**src/rtl/kernel_axis_rr_arbiter.sv**
```systemverilog
// kernel_axis_rr_arbiter: packet-granular round-robin arbiter sharing one kernel AXI-Stream input.
// Define KERNEL_AXIS_ARB_WATCHDOG_EN to build the sticky stall watchdog (wdog_stall).
module kernel_axis_rr_arbiter #(
    parameter int NUM_SRC    = 4,
    parameter int DATA_W     = 64,
    parameter int WDOG_LIMIT = 1024
) (
    input  logic                          kernel_monitor_clock,
    input  logic                          kernel_monitor_reset,
    input  logic [NUM_SRC*DATA_W-1:0]     s_tdata,
    input  logic [NUM_SRC*DATA_W/8-1:0]   s_tkeep,
    input  logic [NUM_SRC-1:0]            s_tlast,
    input  logic [NUM_SRC-1:0]            s_tvalid,
    output logic [NUM_SRC-1:0]            s_tready,
    output logic [DATA_W-1:0]             m_tdata,
    output logic [DATA_W/8-1:0]           m_tkeep,
    output logic                          m_tlast,
    output logic                          m_tvalid,
    input  logic                          m_tready,
    output logic [$clog2(NUM_SRC)-1:0]    grant_id,
    output logic                          busy,
    output logic [NUM_SRC-1:0]            src_block,
    output logic                          wdog_stall
);

    localparam int GW = $clog2(NUM_SRC);
    localparam int KW = DATA_W / 8;
    localparam logic [GW:0] SRC_CNT = (GW + 1)'(NUM_SRC);

    typedef enum logic {
        IDLE,
        XFER
    } state_t;

    state_t              state;
    state_t              state_nxt;
    logic [GW-1:0]       last_grant;
    logic [GW-1:0]       grant_nxt;
    logic                found;
    logic [GW:0]         cand;
    logic [NUM_SRC-1:0]  shifted;
    logic [NUM_SRC-1:0]  grant_oh;
    logic                sel_valid;
    logic                sel_last;
    logic [DATA_W-1:0]   sel_data;
    logic [KW-1:0]       sel_keep;
    logic                can_load;
    logic                accept;

    // Round-robin scan starting one past the last source that finished a packet.
    always_comb begin
        found     = 1'b0;
        grant_nxt = grant_id;
        cand      = '0;
        shifted   = '0;
        for (int k = 1; k <= NUM_SRC; k++) begin
            cand = {1'b0, last_grant} + (GW + 1)'(k);
            if (cand >= SRC_CNT) begin
                cand = cand - SRC_CNT;
            end
            shifted = s_tvalid >> cand;
            if (!found && shifted[0]) begin
                found     = 1'b1;
                grant_nxt = cand[GW-1:0];
            end
        end
    end

    always_comb begin
        sel_valid = 1'b0;
        sel_last  = 1'b0;
        sel_data  = '0;
        sel_keep  = '0;
        grant_oh  = '0;
        for (int i = 0; i < NUM_SRC; i++) begin
            if (grant_id == GW'(i)) begin
                grant_oh[i] = 1'b1;
                sel_valid   = s_tvalid[i];
                sel_last    = s_tlast[i];
                sel_data    = s_tdata[i*DATA_W +: DATA_W];
                sel_keep    = s_tkeep[i*KW +: KW];
            end
        end
    end

    assign can_load  = ~m_tvalid | m_tready;
    assign accept    = (state == XFER) & sel_valid & can_load;
    assign s_tready  = ((state == XFER) && can_load) ? grant_oh : '0;
    assign busy      = (state == XFER);
    assign src_block = s_tvalid & ~s_tready;

    always_comb begin
        state_nxt = state;
        if (state == IDLE) begin
            if (found) begin
                state_nxt = XFER;
            end
        end else begin
            if (accept && sel_last) begin
                state_nxt = IDLE;
            end
        end
    end

    always_ff @(posedge kernel_monitor_clock or posedge kernel_monitor_reset) begin
        if (kernel_monitor_reset) begin
            state      <= IDLE;
            grant_id   <= '0;
            last_grant <= GW'(NUM_SRC - 1);
        end else begin
            state <= state_nxt;
            if (state == IDLE && found) begin
                grant_id <= grant_nxt;
            end
            if (accept && sel_last) begin
                last_grant <= grant_id;
            end
        end
    end

    // Output register: data only moves on a load, so it holds while the kernel stalls.
    always_ff @(posedge kernel_monitor_clock or posedge kernel_monitor_reset) begin
        if (kernel_monitor_reset) begin
            m_tvalid <= 1'b0;
            m_tdata  <= '0;
            m_tkeep  <= '0;
            m_tlast  <= 1'b0;
        end else if (accept) begin
            m_tvalid <= 1'b1;
            m_tdata  <= sel_data;
            m_tkeep  <= sel_keep;
            m_tlast  <= sel_last;
        end else if (m_tready) begin
            m_tvalid <= 1'b0;
        end
    end

`ifdef KERNEL_AXIS_ARB_WATCHDOG_EN
    localparam logic [15:0] LIMIT16 = 16'(WDOG_LIMIT);

    logic [15:0] wdog_cnt;

    // Counts granted-source starvation cycles; the grant itself is never revoked.
    always_ff @(posedge kernel_monitor_clock or posedge kernel_monitor_reset) begin
        if (kernel_monitor_reset) begin
            wdog_cnt   <= '0;
            wdog_stall <= 1'b0;
        end else begin
            if ((state == IDLE && found) || accept) begin
                wdog_cnt <= '0;
            end else if (state == XFER && !sel_valid && wdog_cnt != 16'hFFFF) begin
                wdog_cnt <= wdog_cnt + 16'd1;
                if (wdog_cnt + 16'd1 >= LIMIT16) begin
                    wdog_stall <= 1'b1;
                end
            end
        end
    end
`else
    assign wdog_stall = 1'b0;
`endif

endmodule

```
**config.mk**
```make
export PLATFORM = sky130hd
export DESIGN_NAME = kernel_axis_rr_arbiter
export DESIGN_NICKNAME = d
export VERILOG_FILES = /design/src/rtl/kernel_axis_rr_arbiter.sv
export SDC_FILE = /design/constraint.sdc
export NUM_CORES = 1
export LEC_CHECK = 0
export ABC_AREA = 1
export CAP_MARGIN = 20
export CORE_AREA = 5 5 145 147
export DETAILED_ROUTE_END_ITERATION = 10
export DIE_AREA = 0 0 150 152
export GPL_TIMING_DRIVEN = 0
export MAX_ROUTING_LAYER = met4
export SYNTH_ARGS = -nofsm -noshare
export SYNTH_HDL_FRONTEND = slang
export SYNTH_SLANG_ARGS = --single-unit
```
**constraint.sdc**
```tcl
create_clock -name kernel_monitor_clock -period 6.6 [get_ports kernel_monitor_clock]
set_input_delay 0.99 -clock kernel_monitor_clock [delete_from_list [all_inputs] [get_ports kernel_monitor_clock]]
set_output_delay 0.99 -clock kernel_monitor_clock [all_outputs]
set_load 0.01 [all_outputs]
```
# [Word-level counts from Yosys, hierarchy flattened]
# Index checks and enable logic that the tools add are counted.
[word_totals] reg_bits=79 inputBits=299 output_inout_bits=86 word_cells=84
[classes] add_sub_neg=8 n_lt_le_gt_ge=4 eq_ne=3 shift=4 mux=38 bitwise_logic=7 reduce_logical=13
[op_table] op="$mux W64" count=4
[op_table] op="$mux W8" count=4
[op_table] op="$mux W1" count=21
[op_table] op="$shr A4 B3 Y1" count=4
[op_table] op="$ge A3 B3 Y1 const B" count=4
[op_table] op="$mux W3" count=4
[op_table] op="$sub A3 B3 Y3 const B" count=4
[op_table] op="$mux W2" count=4
[op_table] op="$add A2 B2 Y3 const B" count=2
[op_table] op="$logic_and A1 B1 Y1" count=6
[op_table] op="$and A4 B4 Y4" count=1
[op_table] op="$eq A2 B2 Y1 const B" count=2
[op_table] op="$mux W4" count=1
[op_table] op="$not A4 Y4" count=1
[op_table] op="$reduce_bool A4 Y1" count=1
[op_table] op="$add A2 B1 Y3 const B" count=1
[op_table] op="$add A2 B3 Y3 const B" count=1
[op_table] op="$logic_not A1 Y1" count=3
[op_table] op="$and A1 B1 Y1" count=2
[op_table] op="$eq A2 B1 Y1 const B" count=1
[op_table] op="$logic_not A2 Y1" count=1
[op_table] op="$not A1 Y1" count=2
[op_table] op="$reduce_and A2 Y1" count=1
[op_table] op="$reduce_bool A2 Y1" count=1
[op_table] op="$or A1 B1 Y1" count=1

# [Longest topological paths before layout]
# Gate-level depths: netlist of run 1.
[logic_depth] word_depth=16 mapped_depth=13 depth_no_buf=12

# [Worst setup path before layout of run 1]
# OpenSTA, ideal clock, no wires.
[synth_timing] path_kind="input -> output" start="in m_tready" end="out src_block[2]" arrival_time_ps=1650 t_required_ps=5610 slack_ps=3960 path_stages=5 n_path_buf=0 path_cell_list="inv_1 nand2_1 nand2_1 nor3_1 nor2_1"
[synth_between] elab_chain_len=5
[synth_rtl] element="from (decl)" line="19" rtl="input logic m_tready,"
[synth_rtl] element="$or A1 B1 Y1" line="86" rtl="assign can_load = ~m_tvalid | m_tready;"
[synth_rtl] element="$logic_and A1 B1 Y1" line="88" rtl="assign s_tready = ((state == XFER) && can_load) ? grant_oh : '0;"
[synth_rtl] element="$mux W4" line="88"
[synth_rtl] element="net s_tready[2]" line="14" rtl="output logic [NUM_SRC-1:0] s_tready,"
[synth_rtl] element="$not A4 Y4" line="90" rtl="assign src_block = s_tvalid & ~s_tready;"
[synth_rtl] element="$and A4 B4 Y4" line="90"
[synth_rtl] element="to (decl)" line="22" rtl="output logic [NUM_SRC-1:0] src_block,"
# The timed path passes the listed nets, and every way through them passes these cells.

# [Worst setup path after layout of run 1]
[layout_timing] start="in m_tready" end="out s_tready[2]"
[layout_between] elab_chain_len=3
[layout_rtl] element="$or A1 B1 Y1" line="86"
[layout_rtl] element="$logic_and A1 B1 Y1" line="88"
[layout_rtl] element="$mux W4" line="88"
[layout_rtl] element="to (decl)" line="14"
# No other way between the ends.

==> results of run 1 <==
-- critical path, delay by kind of cell --
family,cells,cell delay [ps]
simple gates,3,460
buf+inv,3,1080
-- path summary, 6_finish.rpt --
check                                      from     endpoint
max                                    m_tready  s_tready[2]
min                                 m_tdata[50]  m_tdata[50]
max reg2reg                       last_grant[0]  grant_id[0]
min reg2reg                         m_tdata[50]  m_tdata[50]
max in group asynchronous  kernel_monitor_reset  m_tdata[62]
min in group asynchronous  kernel_monitor_reset  m_tdata[28]
-- power by group --
| part | internal [mW] | switching (mW) |
|---|---|---|
| clock network | 0.288 | 0.197 |
| logic | 1.13 | 1.44 |
| registers | 0.727 | 0.136 |
| total | 2.15 | 1.77 |
-- stage by stage --
step | total power [mW] | cells
global route | 4.265 | 1342
global placement | 3.457 | 1327
CTS | 3.984 | 1342
finish | 3.920 | 1342
floorplan | 2.246 | 674
detailed placement | 3.479 | 1328
-- metal layers --
metal,vias to the layer above,track usage [%],share of wire (%)
met1,2910,26.41,41
met5,-,-,0
li1,3086,-,-
met2,262,37.55,50
met4,0,6.100,1.9
met3,29,4.230,7.4
-- registers in the layout (all words and copies together), names as in the netlist --
register,count
last_grant,2
m_tkeep,8
m_tvalid,1
m_tlast,1
grant_id,2
busy,1
m_tdata,64
-- Yosys cell counts, types with 4 or more instances --
library cell,count,area share [%]
nand3_1,10,1.0
o21ai_1,73,7.6
nand2_1,342,27
inv_2,6,0.47
buf_4,14,2.2
clkbuf_1,12,0.93
o21ai_0,4,0.41
nor2_1,13,1.0
a221oi_1,72,13
inv_1,12,0.93
dfrtp_1,77,40
buf_2,19,2.0
-- area by class of cell --
type                            count  area share [%]
Buffer                             50           3.075
Inverter                           18          0.7520
Clock inverter                      4          0.5237
Tap cell                          270           3.626
Multi-Input combinational cell    527           26.88
Timing Repair Buffer              384           41.44
Sequential cell                    79           21.24
Clock buffer                       10           2.457
-- cell families (layout without fill, tap and decap cells) --
family                     count (synthesis)  in the layout
other                                      1              1
buffers and inverters                     68            466
AOI/OAI and AO/OA                        150            150
DFF                                       79             79
and+or+nand+nor                          373            373
adders and majority gates                  3              3
==> results.cfg, run 1 <==
[sta]
worstMarginPinSlew_ps = 681.3
period_needed_ps = 3527
finalHoldViolations = 0
fin_ws_ps = 3073
fin_crit_sh_pct = 53.44
max_freq_mhz = 283.5
rsz0062_at_grt = false
setup_tns_ps = 0
slew_viol_final = 0
holdWs_ps = 488.4
finClkSkew_ps = 6.424
slew-limit-headroom_pct = 54.58
setup_violations = 0

[cells_and_area]
final_cell_mix = clkdlybuf4s50_1 (383), nand2_1 (342), dfrtp_1 (77)
multi_input_area_sq_um = 2505
fin_area_sq_um = 9318
fin_util_pct = 47.11
seq_area_sq_um = 1979
fillers = 2059
drive_above_1_share_pct = 5.877
antenna_cells = 0
layout_commonest_cell = clkdlybuf4s50_1
area_delta_synth_final_pct = 92.58
finalNetCount = 1371

[floorplan]
ios = 385
fp.dieH_microns = 152
dieArea_sq_um = 22800
initial_core_util_pct = 24.46
dieWidth_microns = 150
std_cell_rows = 52
coreArea_sq_um = 19780

[critical_path]
r2r_slack_ps = 4450
slowest_stage = clkdlybuf4s50_1
worst-setup-path-type = in2out
crit_fanout = 7
crit_chain = clkdlybuf4s50_1 > inv_1 > nand2_1 > nand2_1 > nor3_1 > clkdlybuf4s50_1
start_kind = primary input
r2r_cells = 12
cp.arrival_ps = 2540
critical_path_required_ps = 5610
crit_path_end_kind = output pin
max_stage_delay_ps = 590

[synth]
muxShareOfSynthArea_pct = 0
synth_warnings = 0
synth-edff-count = 0
yosys.cell_types.count = 23
syn_area_per_cell_sq_um = 7.179
synth-xor-area-share_pct = 0
synth_seq_cells = 79
synth.cell_area_sq_um = 4838
syn_inst = 674
synth_compound_area_share_pct = 21.31
synth-simple-area-share_pct = 29.61
synth-async-reset-ratio_pct = 100.0
synth_top_family_by_area = simple AND/OR/NAND/NOR gates
ys_seq_area_share_pct = 40.91
ys.flop_type = dfrtp_1
synthAdderAreaFrac_pct = 0.7758
syn_nets = 976

[route]
drt-wirelength-per-cell_microns = 18.97
routed_wl_microns = 25460
drc = 0
initialDrtViolationCount = 360
drtPass1Iterations = 5
vias = 6287
antenna_left = 0
post_drt_via_cell_ratio = 4.685

[grt]
grt_max_degree = 47
grt_pass1_wl_microns = 37140
grt_pass1_vias = 6292
gr-total-overflow = 0
grtUsageTotal_pct = 22.01
grt_antenna_before_repair = 0

[clocking]
cts_resized = 0
clk_latency_ps = 340
ctsHoldBuffers = 0
cts_tree = done
clock_path_buffers = 2
clk_pin_slew_worst_paths_ps = 60
cts_made_buffers = 9
clock_sinks = 79
post_cts.repair.setup_buffers = 0
htree_levels = 3
cts-root-buf = clkbuf_16

[hold_path]
worstHoldPathCells = 2
hold_path_class = reg2reg

[job]
cap_violations = 0

[placement]
globalplace.congestion = 0.9005
place.detailed.hpwl_microns = 20590
post-place-ws_ps = 3054
port_buffers = 383
place_area_sq_um = 9040

[power]
leakage_nw = 4.101
power_density_nw_per_um2 = 420.7
irDropWorstVdd_mv = 0.1657

[run_status]
status = complete, no violations
Note: power is estimated with default switching activity, not from simulation.
==> run 2: changes to the inputs <==
==> constraint.sdc (replaced) <==
create_clock -name kernel_monitor_clock -period 3.36 [get_ports kernel_monitor_clock]
set_input_delay 0.504 -clock kernel_monitor_clock [delete_from_list [all_inputs] [get_ports kernel_monitor_clock]]
set_output_delay 0.504 -clock kernel_monitor_clock [all_outputs]
set_load 0.01 [all_outputs]
==> results of run 2 <==
Same layout as run 1 (identical final DEF). Status: complete, no violations.
Main changes from that run: setup slack after placement 3054 ps -> 786.1 ps; setup slack after layout 3073 ps -> 804.8 ps; register-to-register setup slack 4450 ps -> 1210 ps; total power 3.920 mW -> 7.700 mW; worst IR drop on VDD 0.1657 mV -> 0.3256 mV
